--- config.mk ---
export PLATFORM = sky130hd
export DESIGN_NAME = uart_host_cmd_master
export DESIGN_NICKNAME = d
export VERILOG_FILES = /design/src/rtl/uart_host_cmd_master.sv
export SDC_FILE = /design/constraint.sdc
export NUM_CORES = 1
export LEC_CHECK = 0
export BUFFER_PORTS_ARGS = -buffer_cell sky130_fd_sc_hd__buf_2
export CAP_MARGIN = 20
export CORE_MARGIN = 1.5
export CORE_UTILIZATION = 30
export DETAILED_ROUTE_END_ITERATION = 8
export PLACE_DENSITY = 0.58
export SLEW_MARGIN = 20
export SYNTH_ARGS = -nofsm -noshare
export SYNTH_HDL_FRONTEND = slang
export SYNTH_SLANG_ARGS = --single-unit
--- constraint.sdc ---
create_clock -name clk -period 3.4 [get_ports clk]
set_clock_uncertainty 0.1 [all_clocks]
set_input_delay 0.68 -clock clk [delete_from_list [all_inputs] [get_ports clk]]
set_output_delay 0.68 -clock clk [all_outputs]
set_load 0.01 [all_outputs]
--- src/rtl/uart_host_cmd_master.sv ---
// uart_host_cmd_master: host-side UART command initiator.
// Serializes each write/read request as a 4-byte frame: 0xAA, CMD, ADDR, DATA.
// A read then waits for one response byte on rx.
// Ports:
//   clk, reset_n                   clock, async active-low reset
//   req_valid/req_ready            request handshake (ready only in IDLE)
//   req_write, req_addr, req_wdata request fields (CMD 0x01 write, 0x02 read)
//   rsp_valid, rsp_rdata, rsp_err  one-cycle completion, read data, timeout flag
//   busy                           accept through rsp_valid cycle
//   tx, rx                         UART lines, idle high
// Optional: define UART_HOST_TIMEOUT_EN to bound WAIT_RSP by TIMEOUT_BITS bit periods.
module uart_host_cmd_master #(
  parameter int CLK_FREQ     = 50_000_000,
  parameter int BAUD_RATE    = 115200,
  parameter int GAP_BITS     = 2,
  parameter int TIMEOUT_BITS = 64
) (
  input  logic       clk,
  input  logic       reset_n,
  input  logic       req_valid,
  output logic       req_ready,
  input  logic       req_write,
  input  logic [7:0] req_addr,
  input  logic [7:0] req_wdata,
  output logic       rsp_valid,
  output logic [7:0] rsp_rdata,
  output logic       rsp_err,
  output logic       busy,
  output logic       tx,
  input  logic       rx
);
  localparam int CPB  = CLK_FREQ / BAUD_RATE;
  localparam int HALF = CPB / 2;
  localparam int NB   = 10 + GAP_BITS;
  localparam int CW   = $clog2(CPB);
  localparam int BW   = $clog2(NB);

  if (CPB < 2 || TIMEOUT_BITS < 1 || GAP_BITS < 0) begin : g_bad_cfg
    $error("uart_host_cmd_master: invalid baud/timeout configuration");
  end

  typedef enum logic [2:0] {IDLE, SEND_SYNC, SEND_CMD, SEND_ADDR, SEND_DATA, WAIT_RSP, DONE} state_t;
  state_t state;

  // async assert, sync release of the internal reset
  logic [1:0] rst_q;
  logic       rst_s_n;
  always_ff @(posedge clk or negedge reset_n)
    if (!reset_n) rst_q <= 2'b00;
    else rst_q <= {rst_q[0], 1'b1};
  assign rst_s_n = rst_q[1];

  // RX engine: free-running, emits a one-cycle rx_done with a good byte
  logic [1:0]    rx_sync;
  logic          rs, rs_d, rx_act, rx_done;
  logic [7:0]    rx_sh, rx_byte;
  logic [CW-1:0] rx_cnt;
  logic [3:0]    rx_bit;
  assign rs = rx_sync[1];
  always_ff @(posedge clk or negedge rst_s_n)
    if (!rst_s_n) begin
      rx_sync <= 2'b11;
      rs_d    <= 1'b1;
      rx_act  <= 1'b0;
      rx_done <= 1'b0;
      rx_sh   <= '0;
      rx_byte <= '0;
      rx_cnt  <= '0;
      rx_bit  <= '0;
    end else begin
      rx_sync <= {rx_sync[0], rx};
      rs_d    <= rs;
      rx_done <= 1'b0;
      if (!rx_act) begin
        rx_act <= rs_d & ~rs;
        rx_cnt <= '0;
        rx_bit <= '0;
      end else if (rx_cnt != ((rx_bit == 4'd0) ? CW'(HALF - 1) : CW'(CPB - 1))) begin
        rx_cnt <= rx_cnt + 1'b1;
      end else begin
        rx_cnt <= '0;
        rx_bit <= rx_bit + 1'b1;
        if (rx_bit == 4'd0) rx_act <= ~rs;
        else if (rx_bit != 4'd9) rx_sh <= {rs, rx_sh[7:1]};
        else begin
          rx_act  <= 1'b0;
          rx_done <= rs;
          rx_byte <= rx_sh;
        end
      end
    end

  // TX shifter holds the bits after the start bit: data LSB first, stop, gap
  logic          wr;
  logic [7:0]    addr, data, next_byte;
  logic [NB-2:0] sh;
  logic [CW-1:0] tx_cnt;
  logic [BW-1:0] tx_bit;
  always_comb next_byte = state == SEND_SYNC ? (wr ? 8'h01 : 8'h02) : state == SEND_CMD ? addr : data;

`ifdef UART_HOST_TIMEOUT_EN
  localparam int TW = $clog2(TIMEOUT_BITS * CPB);
  logic [TW-1:0] to_cnt;
`else
  assign rsp_err = 1'b0;
`endif

  always_ff @(posedge clk or negedge rst_s_n)
    if (!rst_s_n) begin
      state     <= IDLE;
      req_ready <= 1'b1;
      busy      <= 1'b0;
      rsp_valid <= 1'b0;
      rsp_rdata <= '0;
      tx        <= 1'b1;
      wr        <= 1'b0;
      addr      <= '0;
      data      <= '0;
      sh        <= '0;
      tx_cnt    <= '0;
      tx_bit    <= '0;
`ifdef UART_HOST_TIMEOUT_EN
      rsp_err   <= 1'b0;
      to_cnt    <= '0;
`endif
    end else begin
      rsp_valid <= 1'b0;
      case (state)
        IDLE:
          if (req_valid) begin
            wr        <= req_write;
            addr      <= req_addr;
            data      <= req_write ? req_wdata : 8'h00;
            sh        <= {{GAP_BITS{1'b1}}, 1'b1, 8'hAA};
            tx        <= 1'b0;
            tx_cnt    <= '0;
            tx_bit    <= '0;
            req_ready <= 1'b0;
            busy      <= 1'b1;
            state     <= SEND_SYNC;
          end
        SEND_SYNC, SEND_CMD, SEND_ADDR, SEND_DATA:
          if (tx_cnt != CW'(CPB - 1)) tx_cnt <= tx_cnt + 1'b1;
          else begin
            tx_cnt <= '0;
            if (tx_bit != BW'(NB - 1)) begin
              tx     <= sh[0];
              sh     <= sh >> 1;
              tx_bit <= tx_bit + 1'b1;
            end else begin
              tx_bit <= '0;
              if (state != SEND_DATA) begin
                tx    <= 1'b0;
                sh    <= {{GAP_BITS{1'b1}}, 1'b1, next_byte};
                state <= state_t'(state + 3'd1);
              end else begin
                state     <= wr ? DONE : WAIT_RSP;
                rsp_valid <= wr;
                if (wr) rsp_rdata <= 8'h00;
`ifdef UART_HOST_TIMEOUT_EN
                if (wr) rsp_err <= 1'b0;
                to_cnt <= '0;
`endif
              end
            end
          end
        WAIT_RSP:
          // a byte completing on the timeout cycle takes priority
          if (rx_done) begin
            state     <= DONE;
            rsp_valid <= 1'b1;
            rsp_rdata <= rx_byte;
`ifdef UART_HOST_TIMEOUT_EN
            rsp_err   <= 1'b0;
          end else if (to_cnt == TW'(TIMEOUT_BITS * CPB - 1)) begin
            state     <= DONE;
            rsp_valid <= 1'b1;
            rsp_rdata <= 8'h00;
            rsp_err   <= 1'b1;
          end else begin
            to_cnt <= to_cnt + 1'b1;
`endif
          end
        DONE: begin
          state     <= IDLE;
          req_ready <= 1'b1;
          busy      <= 1'b0;
        end
        default: state <= IDLE;
      endcase
    end
endmodule

Yosys cells after proc, flatten, opt, wreduce, memory -nomap -nowiden
Cells that the tools add are included.

Logic and storage cells: 120. Register bits: 92. Output and inout bits: 13. Input port bits: 21.

Add/sub/neg operators: 5. Reduce and logical (&&, ||, !) cells: 15. Bitwise operators: 5. Eq/ne operators: 19. Muxes and demuxes: 55.

Operator list (number): two-way mux 8 bit (8); two-way mux 9 bit (5); two-way mux 11 bit (4); one-hot mux 11 bit (2 select lines) (1); two-way mux 4 bit (5); adder 9 x 1 -> 9 bit (second input constant) (2); one-hot mux 9 bit (2 select lines) (1); two-way mux 1 bit (17); one-hot mux 8 bit (2 select lines) (1); AND reduction 4 bit (4); two-way mux 3 bit (5); inequality test 2 bit (second input constant) (7); equality test 3 bit (second input constant) (3); inequality test 9 bit (1); inequality test 9 bit (second input constant) (1); one-hot mux 3 bit (3 select lines) (1); adder 4 x 1 -> 4 bit (second input constant) (2); inequality test 4 bit (second input constant) (2); one-hot mux 1 bit (2 select lines) (4); one-hot mux 4 bit (2 select lines) (1); equality test 3 x 2 -> 1 bit (second input constant) (2); inequality test 3 bit (second input constant) (2); AND reduction 2 bit (3); AND reduction 6 bit (1); 10 further kinds (16).

Logic depth before layout (Yosys ltp)
Gate-level depths: netlist of the first run.

Depth after elaboration: 7. Gate-level depth with buffers: 8. Gate-level depth less buffers: 6.

Worst setup path after synthesis of the first run
No wires, ideal clock.

Kind: register to register. From: register state[0]. To: register sh[4]. Clock period less this slack: 2.210 ns. Required time: 3.173 ns. Setup time: 0.127 ns. Slack: 1.190 ns. Data arrival time: 1.983 ns. Buffers on the path: 1. Cell stages (with the launch flop): 8. Path through: dfrtp_1 > inv_1 > ha_1 > nor4_4 > nor2_2 > a211oi_2 > buf_6 > mux2_1.

Word-level cells in the longest chain between the ends: 7.

RTL lines: start: declaration (RTL line 43) `state_t state;`; start signal: assignment (RTL line 155) `state <= state_t'(state + 3'd1);`; start signal: assignment (RTL line 157) `state <= wr ? DONE : WAIT_RSP;`; equality test 3 x 2 -> 1 bit (RTL line 99, 128); two-way mux 8 bit (2 in series) (RTL line 99) `always_comb next_byte = state == SEND_SYNC ? (wr ? 8'h01 : 8'h02) : state == SEND_CMD ? addr : data;`; two-way mux 11 bit (RTL line 152) `if (state != SEND_DATA) begin`; two-way mux 11 bit (RTL line 146) `if (tx_bit != BW'(NB - 1)) begin`; two-way mux 11 bit (RTL line 143) `if (tx_cnt != CW'(CPB - 1)) tx_cnt <= tx_cnt + 1'b1;`; one-hot mux 11 bit (2 select lines) (RTL line 128) `case (state)`; end signal: assignment (RTL line 134) `sh <= {{GAP_BITS{1'b1}}, 1'b1, 8'hAA};`; end signal: assignment (RTL line 148) `sh <= sh >> 1;`; end signal: assignment (RTL line 154) `sh <= {{GAP_BITS{1'b1}}, 1'b1, next_byte};`; end: declaration (RTL line 96) `logic [NB-2:0] sh;`.

Parallel ways exist; a longest one is shown, timed or not. The select of a mux whose other input is x is not followed. A chain may end at the register's enable or synchronous reset.

Worst setup path in the final report of the first run
From: register state[1]. To: register sh[6].

The elaborated chain is that of the path after synthesis.

==> results_dict.tcl, run 1 <==
set metrics [dict create \
    shortest_clock_period_the_worst_path_allows_after_layout_ns 2.645 \
    route.detailed.vias_per_inst 4.954 \
    nNetsFinal 477 \
    grt_util_all_layers_pct 12.15 \
    place_worst_setup_slack_ns 0.7689 \
    cts.clk_slew.worst_paths_ns 0.06 \
    max_freq_mhz 378.1 \
    timing.critical_path.required_ns 3.52 \
    postSynth.topFlopCell "dfrtp_1" \
    final.hold.worst_slack_ns 0.2525 \
    synth-warning-count 0 \
    floorplan.io_pins 34 \
    placement.io_buffers 32 \
    firstDrtPassIters 4 \
    route.detailed.drc 0 \
    chipWidth_um 125.2 \
    drive_above_1_share_pct 21.11 \
    layout_common_cells "dfrtp_1 (86), nand2_1 (41), buf_2 (32), mux2_2 (28), inv_1 (24)" \
    timing_hold_violations_final 0 \
    floorplan.initialDensity_pct 30.82 \
    avgSynthCellArea_sq_um 10.90 \
    floorplan.die.height_um 125.2 \
    ir_drop_mv 0.1901 \
    die-area_sq_um 15670 \
    dr.first_iter.drc_count 135 \
    ctsHtreeMaxLevel 3 \
    reg2reg_from "state[1]$_DFFE_PN0P_" \
    ys_seq_area_share_pct 51.54 \
    outcome "completed" \
    clk_latency_worst_skew_pair_ns 0.34 \
    finalSetupTns_ns 0 \
    mapped_area_sq_um 4479 \
    mostFrequentLayoutCell "dfrtp_1" \
    gp_congestion 0.8253 \
    count_of_instances_resized_after_the_clock_tree_is_built 0 \
    final_critical_path_setup_slack_ns 0.7551 \
    number_of_storage_elements_in_the_synthesis_netlist 92 \
    ant_nets 0 \
    cts_hold_buffers 1 \
    rsz0062_at_grt "no" \
    synth_nets 443 \
    drv.max_cap_violation_count 0 \
    timing.critical_path.from "state[1]$_DFFE_PN0P_" \
    cts_tree "yes" \
    post-layout-total-power_uw 2240 \
    antenna_found_initial 0 \
    min_from "rst_q[0]$_DFF_PN0_" \
    cts_root_buffer "clkbuf_16" \
    grt_pass1_wl_um 15730 \
    timing.max_slew.rel_slack_pct 42.06 \
    finalMaxSlewViolations 0 \
    hold_path_class "reg2reg" \
    design.core.area_sq_um 14530 \
    syn_to_layout_area_delta_pct 13.94 \
    average_routed_wire_per_standard_cell_um 13.86 \
    pin_count_of_the_biggest_net_entering_global_routing 65 \
    crit_fanout 15 \
    power_leakage_uw 0.002324 \
    detailed_route_via_count 3141 \
    timing.final.crit_share_pct 77.79 \
    dp.final_hpwl_um 6309 \
    synth_enable_flop_cells 0 \
    max_slew.worst_pin.slew_ns 0.8670 \
    reg2reg_slack_ns 0.76 \
    cp_data_arrival_time_ns 2.77 \
    syn_inst 411 \
    start_kind "flip-flop" \
    post_route_core_utilization_pct 35.12 \
    powerDensity_nw_per_um2 438.9 \
    maximum_clock_insertion_buffer_count 2 \
    report.final.setup_viol 0 \
    finalWirelength_um 8785 \
    antenna_diode_instance_count 0 \
    floorplan.rows 44 \
    tritoncts.num_buffers 9 \
    remaining_global_route_overflow 0 \
    synth.lib_cells_used.distinct 66 \
    critical_path_class "reg2reg" \
    clock_net_sink_count 92 \
    synthArstFlopShare_pct 100.0 \
    post-cts-setup-buffer-count 0 \
    first_global_vias 3279 \
    setup.worst_path.end_class "flip-flop" \
]
==> layout make-up <==
type / count / area, sq um
tap: 184 / 230.2
inverter: 24 / 90.09
timing repair buffer: 38 / 207.7
clock buffer: 14 / 254.0
multi-input combinational: 280 / 1999
sequential: 92 / 2312
clock inverter: 2 / 10.01
fill: 1440 / 9430
==> where the power goes <==
group          total (uW)  internal [uW]  switching (uW)
clock                 903            514             390
sequential           1220           1140            75.3
combinational         121           66.0            54.5
total                2240           1720             519
==> per-layer routing <==
metal  routed length [um]  global-route usage [%]  share of wire, %
met2                 4293                   19.90                49
met1                 4133                   15.31                47
met5                    0                       0                 0
met4                  145                   4.612               1.7
met3                  213                   3.380               2.4
==> sequential cells by signal, indices dropped and copies added, names as in the netlist, 2 cells and up <==
register	cells
addr	8
data	8
rsp_rdata	8
rst_q	2
rx_bit	4
rx_byte	8
rx_cnt	9
rx_sh	8
rx_sync	2
sh	11
state	3
tx_bit	4
tx_cnt	9
==> path summary, 6_finish.rpt <==
kind	to	cells after the start
setup / recovery	sh[6]$_DFFE_PN0P_	7
min in group asynchronous	rsp_valid$_DFF_PN0_	0
setup reg to reg	sh[6]$_DFFE_PN0P_	7
hold / removal	rst_q[1]$_DFF_PN0_	0
hold reg to reg	rst_q[1]$_DFF_PN0_	0
max in group asynchronous	req_ready$_DFFE_PN1P_	1
==> stage by stage <==
step                std cells  area (sq um)
detailed placement        617          4830
floorplan                 411          4479
global route              634          5104
finish                    634          5104
CTS                       634          5104
global placement          617          4830
==> worst max-delay path: stages, from the launching register on <==
cell,delay [ns]
dfrtp_1,0.44
inv_1,0.13
ha_1,0.37
and2b_1,0.29
nor2_2,0.51
a211oi_2,0.14
buf_4,0.22
mux2_1,0.32
==> synthesized netlist by cell type (3+ instances only) <==
master,instances,area [sq um]
dfrtp_1,87,2177
nand2_1,41,153.9
mux2_2,28,315.3
inv_1,24,90.09
nor2_1,21,78.83
o21ai_0,21,105.1
nand3_1,17,85.08
a21oi_1,16,80.08
mux2i_1,13,130.1
ha_1,11,137.6
buf_2,8,40.04
nand4_1,8,50.05
nor3_1,8,40.04
nand2b_1,7,43.79
xor2_1,7,61.31
a221oi_1,6,52.55
dfstp_2,5,131.4
o31ai_1,5,37.54
and4_1,4,35.03
mux2_1,4,45.04
o22ai_1,4,25.02
or4_1,4,30.03
and4b_1,3,30.03
clkbuf_1,3,11.26
nor2b_1,3,18.77
==> cell families (layout without fill, tap and decap cells) <==
| group | count (synthesis) | in the layout | share of synthesized area, % |
|---|---|---|---|
| adders and majority gates | 11 | 11 | 3.073 |
| DFF | 92 | 92 | 51.54 |
| and+or+nand+nor | 139 | 139 | 17.77 |
| buffers and inverters | 39 | 78 | 3.827 |
| other | 2 | 2 | 0.1677 |
| AOI/OAI and AO/OA | 75 | 75 | 11.12 |
| muxes | 45 | 45 | 10.95 |
| xor gates and xnor gates | 8 | 8 | 1.564 |
Power figures use the tool's default switching activity.
==> inputs of run 2 (changes only) <==
--- a/config.mk
+++ b/config.mk
@@ -5,12 +5,13 @@
 export SDC_FILE = /design/constraint.sdc
 export NUM_CORES = 1
 export LEC_CHECK = 0
+export ABC_AREA = 1
 export BUFFER_PORTS_ARGS = -buffer_cell sky130_fd_sc_hd__buf_2
 export CAP_MARGIN = 20
 export CORE_MARGIN = 1.5
 export CORE_UTILIZATION = 30
 export DETAILED_ROUTE_END_ITERATION = 8
-export PLACE_DENSITY = 0.58
+export PLACE_DENSITY = 0.59
 export SLEW_MARGIN = 20
 export SYNTH_ARGS = -nofsm -noshare
 export SYNTH_HDL_FRONTEND = slang
==> constraint.sdc (replaced) <==
create_clock -name clk -period 2.3 [get_ports clk]
set_clock_uncertainty 0.1 [all_clocks]
set_input_delay 0.46 -clock clk [delete_from_list [all_inputs] [get_ports clk]]
set_output_delay 0.46 -clock clk [all_outputs]
set_load 0.01 [all_outputs]
==> run 2 against run 1 <==
Compared with the run above:
- sequential power is 84% higher
- cell count is 24% higher
- register-to-register slack worse by 0.55 ns
- via count is 16% higher
- critical path depth is 4 higher
- flip-flop and latch count stayed put
- first-iteration DRC count is 70% higher
- maximum frequency is 26% higher
- design area is 3.3% higher
==> results_dict.tcl, run 2 <==
set metrics [dict create \
    timing_hold_violations_final 0 \
    synth_enable_flop_cells 0 \
    registers.top_by_ff_count "sh" \
    use_met3_pct 3.248 \
    mostFrequentLayoutCell "nand2_1" \
    clkPwrFrac_pct 27.1 \
    timing.final.crit_share_pct 91.29 \
    timing.critical_path.from "state[0]$_DFFE_PN0P_" \
    gp_congestion 0.8187 \
    nNetsFinal 623 \
    cts_hold_buffers 1 \
    netlist.top_cell.by_area "dfrtp_1" \
    crit_fanout 17 \
    reg2reg_from "state[0]$_DFFE_PN0P_" \
    outcome "completed" \
    route.detailed.vias_per_inst 4.662 \
    ys_top_cells_by_count "nand2_1 (190), dfrtp_1 (87), inv_1 (45)" \
    worst_setup_path_endpoint "sh[2]$_DFFE_PN0P_" \
    final_critical_path_setup_slack_ns 0.2004 \
    clock_net_sink_count 92 \
    power_report.internal_total_uw 3632 \
    largest_registers_in_the_final_layout "sh (11), rx_cnt (9), tx_cnt (9)" \
    synth.most_common_cell "nand2_1" \
    groute.layer.met2.usage_pct 19.83 \
    remaining_global_route_overflow 0 \
    pin_count_of_the_biggest_net_entering_global_routing 64 \
    average_routed_wire_per_standard_cell_um 11.93 \
    ant_nets 0 \
    firstDrtPassIters 5 \
    max_freq_mhz 476.3 \
    yosys-top-cells-area "dfrtp_1 (47%), nand2_1 (16%), o21ai_0 (4.1%)" \
    rsz0062_at_grt "no" \
    grt_pass1_wl_um 16160 \
    reg2reg_slack_ns 0.20 \
    floorplan.die.height_um 126.7 \
    syn_inst 560 \
    antenna_diode_instance_count 0 \
    finalMaxSlewViolations 0 \
    design.core.area_sq_um 15090 \
    powerDensity_nw_per_um2 1108 \
    postLayoutCellArea_sq_um 5274 \
    largest_register_ff_count 11 \
    first_global_vias 3476 \
    power.switching_fraction_pct 37.85 \
    count_of_instances_resized_after_the_clock_tree_is_built 0 \
    syn_to_layout_area_delta_pct 14.85 \
    ctsHtreeMaxLevel 3 \
    synth.lib_cells_used.distinct 40 \
    antenna_found_initial 0 \
    placement.io_buffers 32 \
    critical_path_class "reg2reg" \
    cts_root_buffer "clkbuf_16" \
    mapped_area_sq_um 4592 \
    detailed_route_via_count 3655 \
    layout_common_cells "nand2_1 (190), dfrtp_1 (86), inv_1 (45), o21ai_0 (38), nand3_1 (34)" \
    route.detailed.drc 0 \
    drive_above_1_share_pct 13.59 \
    avgSynthCellArea_sq_um 8.200 \
    chipWidth_um 126.7 \
    report.final.setup_viol 0 \
    synth_nets 592 \
    seqPwrFrac_pct 38.6 \
    combinationalPowerShare_pct 34.3 \
    net-switching-power_uw 2212 \
    number_of_storage_elements_in_the_synthesis_netlist 92 \
    timing.hold.worst_path_depth 1 \
    finalSetupTns_ns 0 \
    post-cts-setup-buffer-count 0 \
    worstReg2RegEnd "sh[2]$_DFFE_PN0P_" \
    clk_latency_worst_skew_pair_ns 0.35 \
    floorplan.rows 45 \
    postSynth.topFlopCell "dfrtp_1" \
    cp_data_arrival_time_ns 2.28 \
    place_worst_setup_slack_ns 0.2066 \
    finalWirelength_um 9353 \
    grt_util_all_layers_pct 12.44 \
    globalRouteMet1Util_pct 16.30 \
    tritoncts.num_buffers 9 \
    hold_path_class "in2reg" \
    ir_drop_mv 0.4295 \
    setup.worst_path.end_class "flip-flop" \
    grt_busiest_layer "met2" \
    synthArstFlopShare_pct 100.0 \
    shortest_clock_period_the_worst_path_allows_after_layout_ns 2.100 \
    floorplan.io_pins 34 \
    die-area_sq_um 16060 \
    timing.reg2reg.worst_path_depth 11 \
    timing.critical_path.required_ns 2.48 \
    cts.clk_slew.worst_paths_ns 0.06 \
    dpl-instance-area_sq_um 4945 \
    ys_seq_area_share_pct 50.27 \
    fillerInstances 1546 \
    synth-warning-count 0 \
    floorplan.initialDensity_pct 30.43 \
    dp.final_hpwl_um 6714 \
    dr.first_iter.drc_count 229 \
    start_kind "flip-flop" \
    synthDominantCellAreaShare_pct 47.41 \
    maximum_clock_insertion_buffer_count 2 \
    power_leakage_uw 0.002595 \
    cts_tree "yes" \
    drv.max_cap_violation_count 0 \
]
run 2: cell count changes in the layout (fill, tap and decap cells not counted), sizes merged, moves of 13 or more:
cell,before,now
nand2,42,195
nor2,22,37
inv,24,48
mux2,32,0
nand3,17,37
mux2i,13,0
o21ai,21,58
run 2: metal layers:
metal	wire length, um	vias up
li1	-	1864
met1	4492	1748
met2	4477	35
met3	257	8
met4	125	0
met5	0	-
run 2: worst min-delay path by stage:
stage	end	slack [ns]	start
CTS	rx_sync[0]$_DFF_PN1_	0.09	rx
global route	rx_sync[0]$_DFF_PN1_	0.1	rx
global placement	rst_q[0]$_DFF_PN0_	0.15	reset_n
floorplan	rst_q[0]$_DFF_PN0_	0.06	reset_n
finish	rx_sync[0]$_DFF_PN1_	0.11	rx
detailed placement	rst_q[0]$_DFF_PN0_	0.15	reset_n
run 2: metrics by stage:
step	util (%)	total power [uW]	cells	hold WS [ns]
floorplan	-	3870	560	0.06441
global placement	32.77	4231	767	0.1456
detailed placement	32.77	4285	767	0.1505
CTS	34.95	5907	784	0.08978
global route	34.95	6294	784	0.09585
finish	34.95	5843	784	0.1068
run 2: cells by family (layout without fill, tap and decap cells):
kind of cell | after synthesis | count (layout) | share of synthesized area, %
and+or+nand+nor | 308 | 308 | 30.65
AOI/OAI and AO/OA | 71 | 71 | 8.229
buffers and inverters | 70 | 106 | 6.539
other | 2 | 2 | 0.1635
xor gates and xnor gates | 6 | 6 | 1.144
DFF | 92 | 92 | 50.27
adders and majority gates | 11 | 11 | 2.997
run 2: layout make-up:
cell class | instances | area (sq um) | share of cell area [%]
tap | 188 | 235.2 | 4.460
timing repair buffer | 39 | 227.7 | 4.318
clock buffer | 12 | 246.5 | 4.674
multi-input combinational | 398 | 1983 | 37.60
inverter | 51 | 196.4 | 3.725
sequential | 92 | 2312 | 43.84
clock inverter | 4 | 72.57 | 1.376
run 2: critical path, cell delays in order (launching register included):
cell and delay, ns:
dfrtp_1 0.41, inv_1 0.08, ha_1 0.28, nand2_8 0.12, inv_4 0.07, nor2_8 0.10, nand2_4 0.15, nand2_4 0.15
nand2_4 0.13, nor2_4 0.26, nand2_1 0.09, nand2_1 0.08
run 2: power by group through the flow:
| stage | clock, uW | combinational, uW | sequential, uW |
|---|---|---|---|
| floorplan | 0 | 1660 | 2210 |
| global route | 1690 | 2300 | 2300 |
| finish | 1590 | 2000 | 2250 |
| global placement | 0 | 1960 | 2270 |
| CTS | 1630 | 2020 | 2250 |
| detailed placement | 0 | 2010 | 2280 |
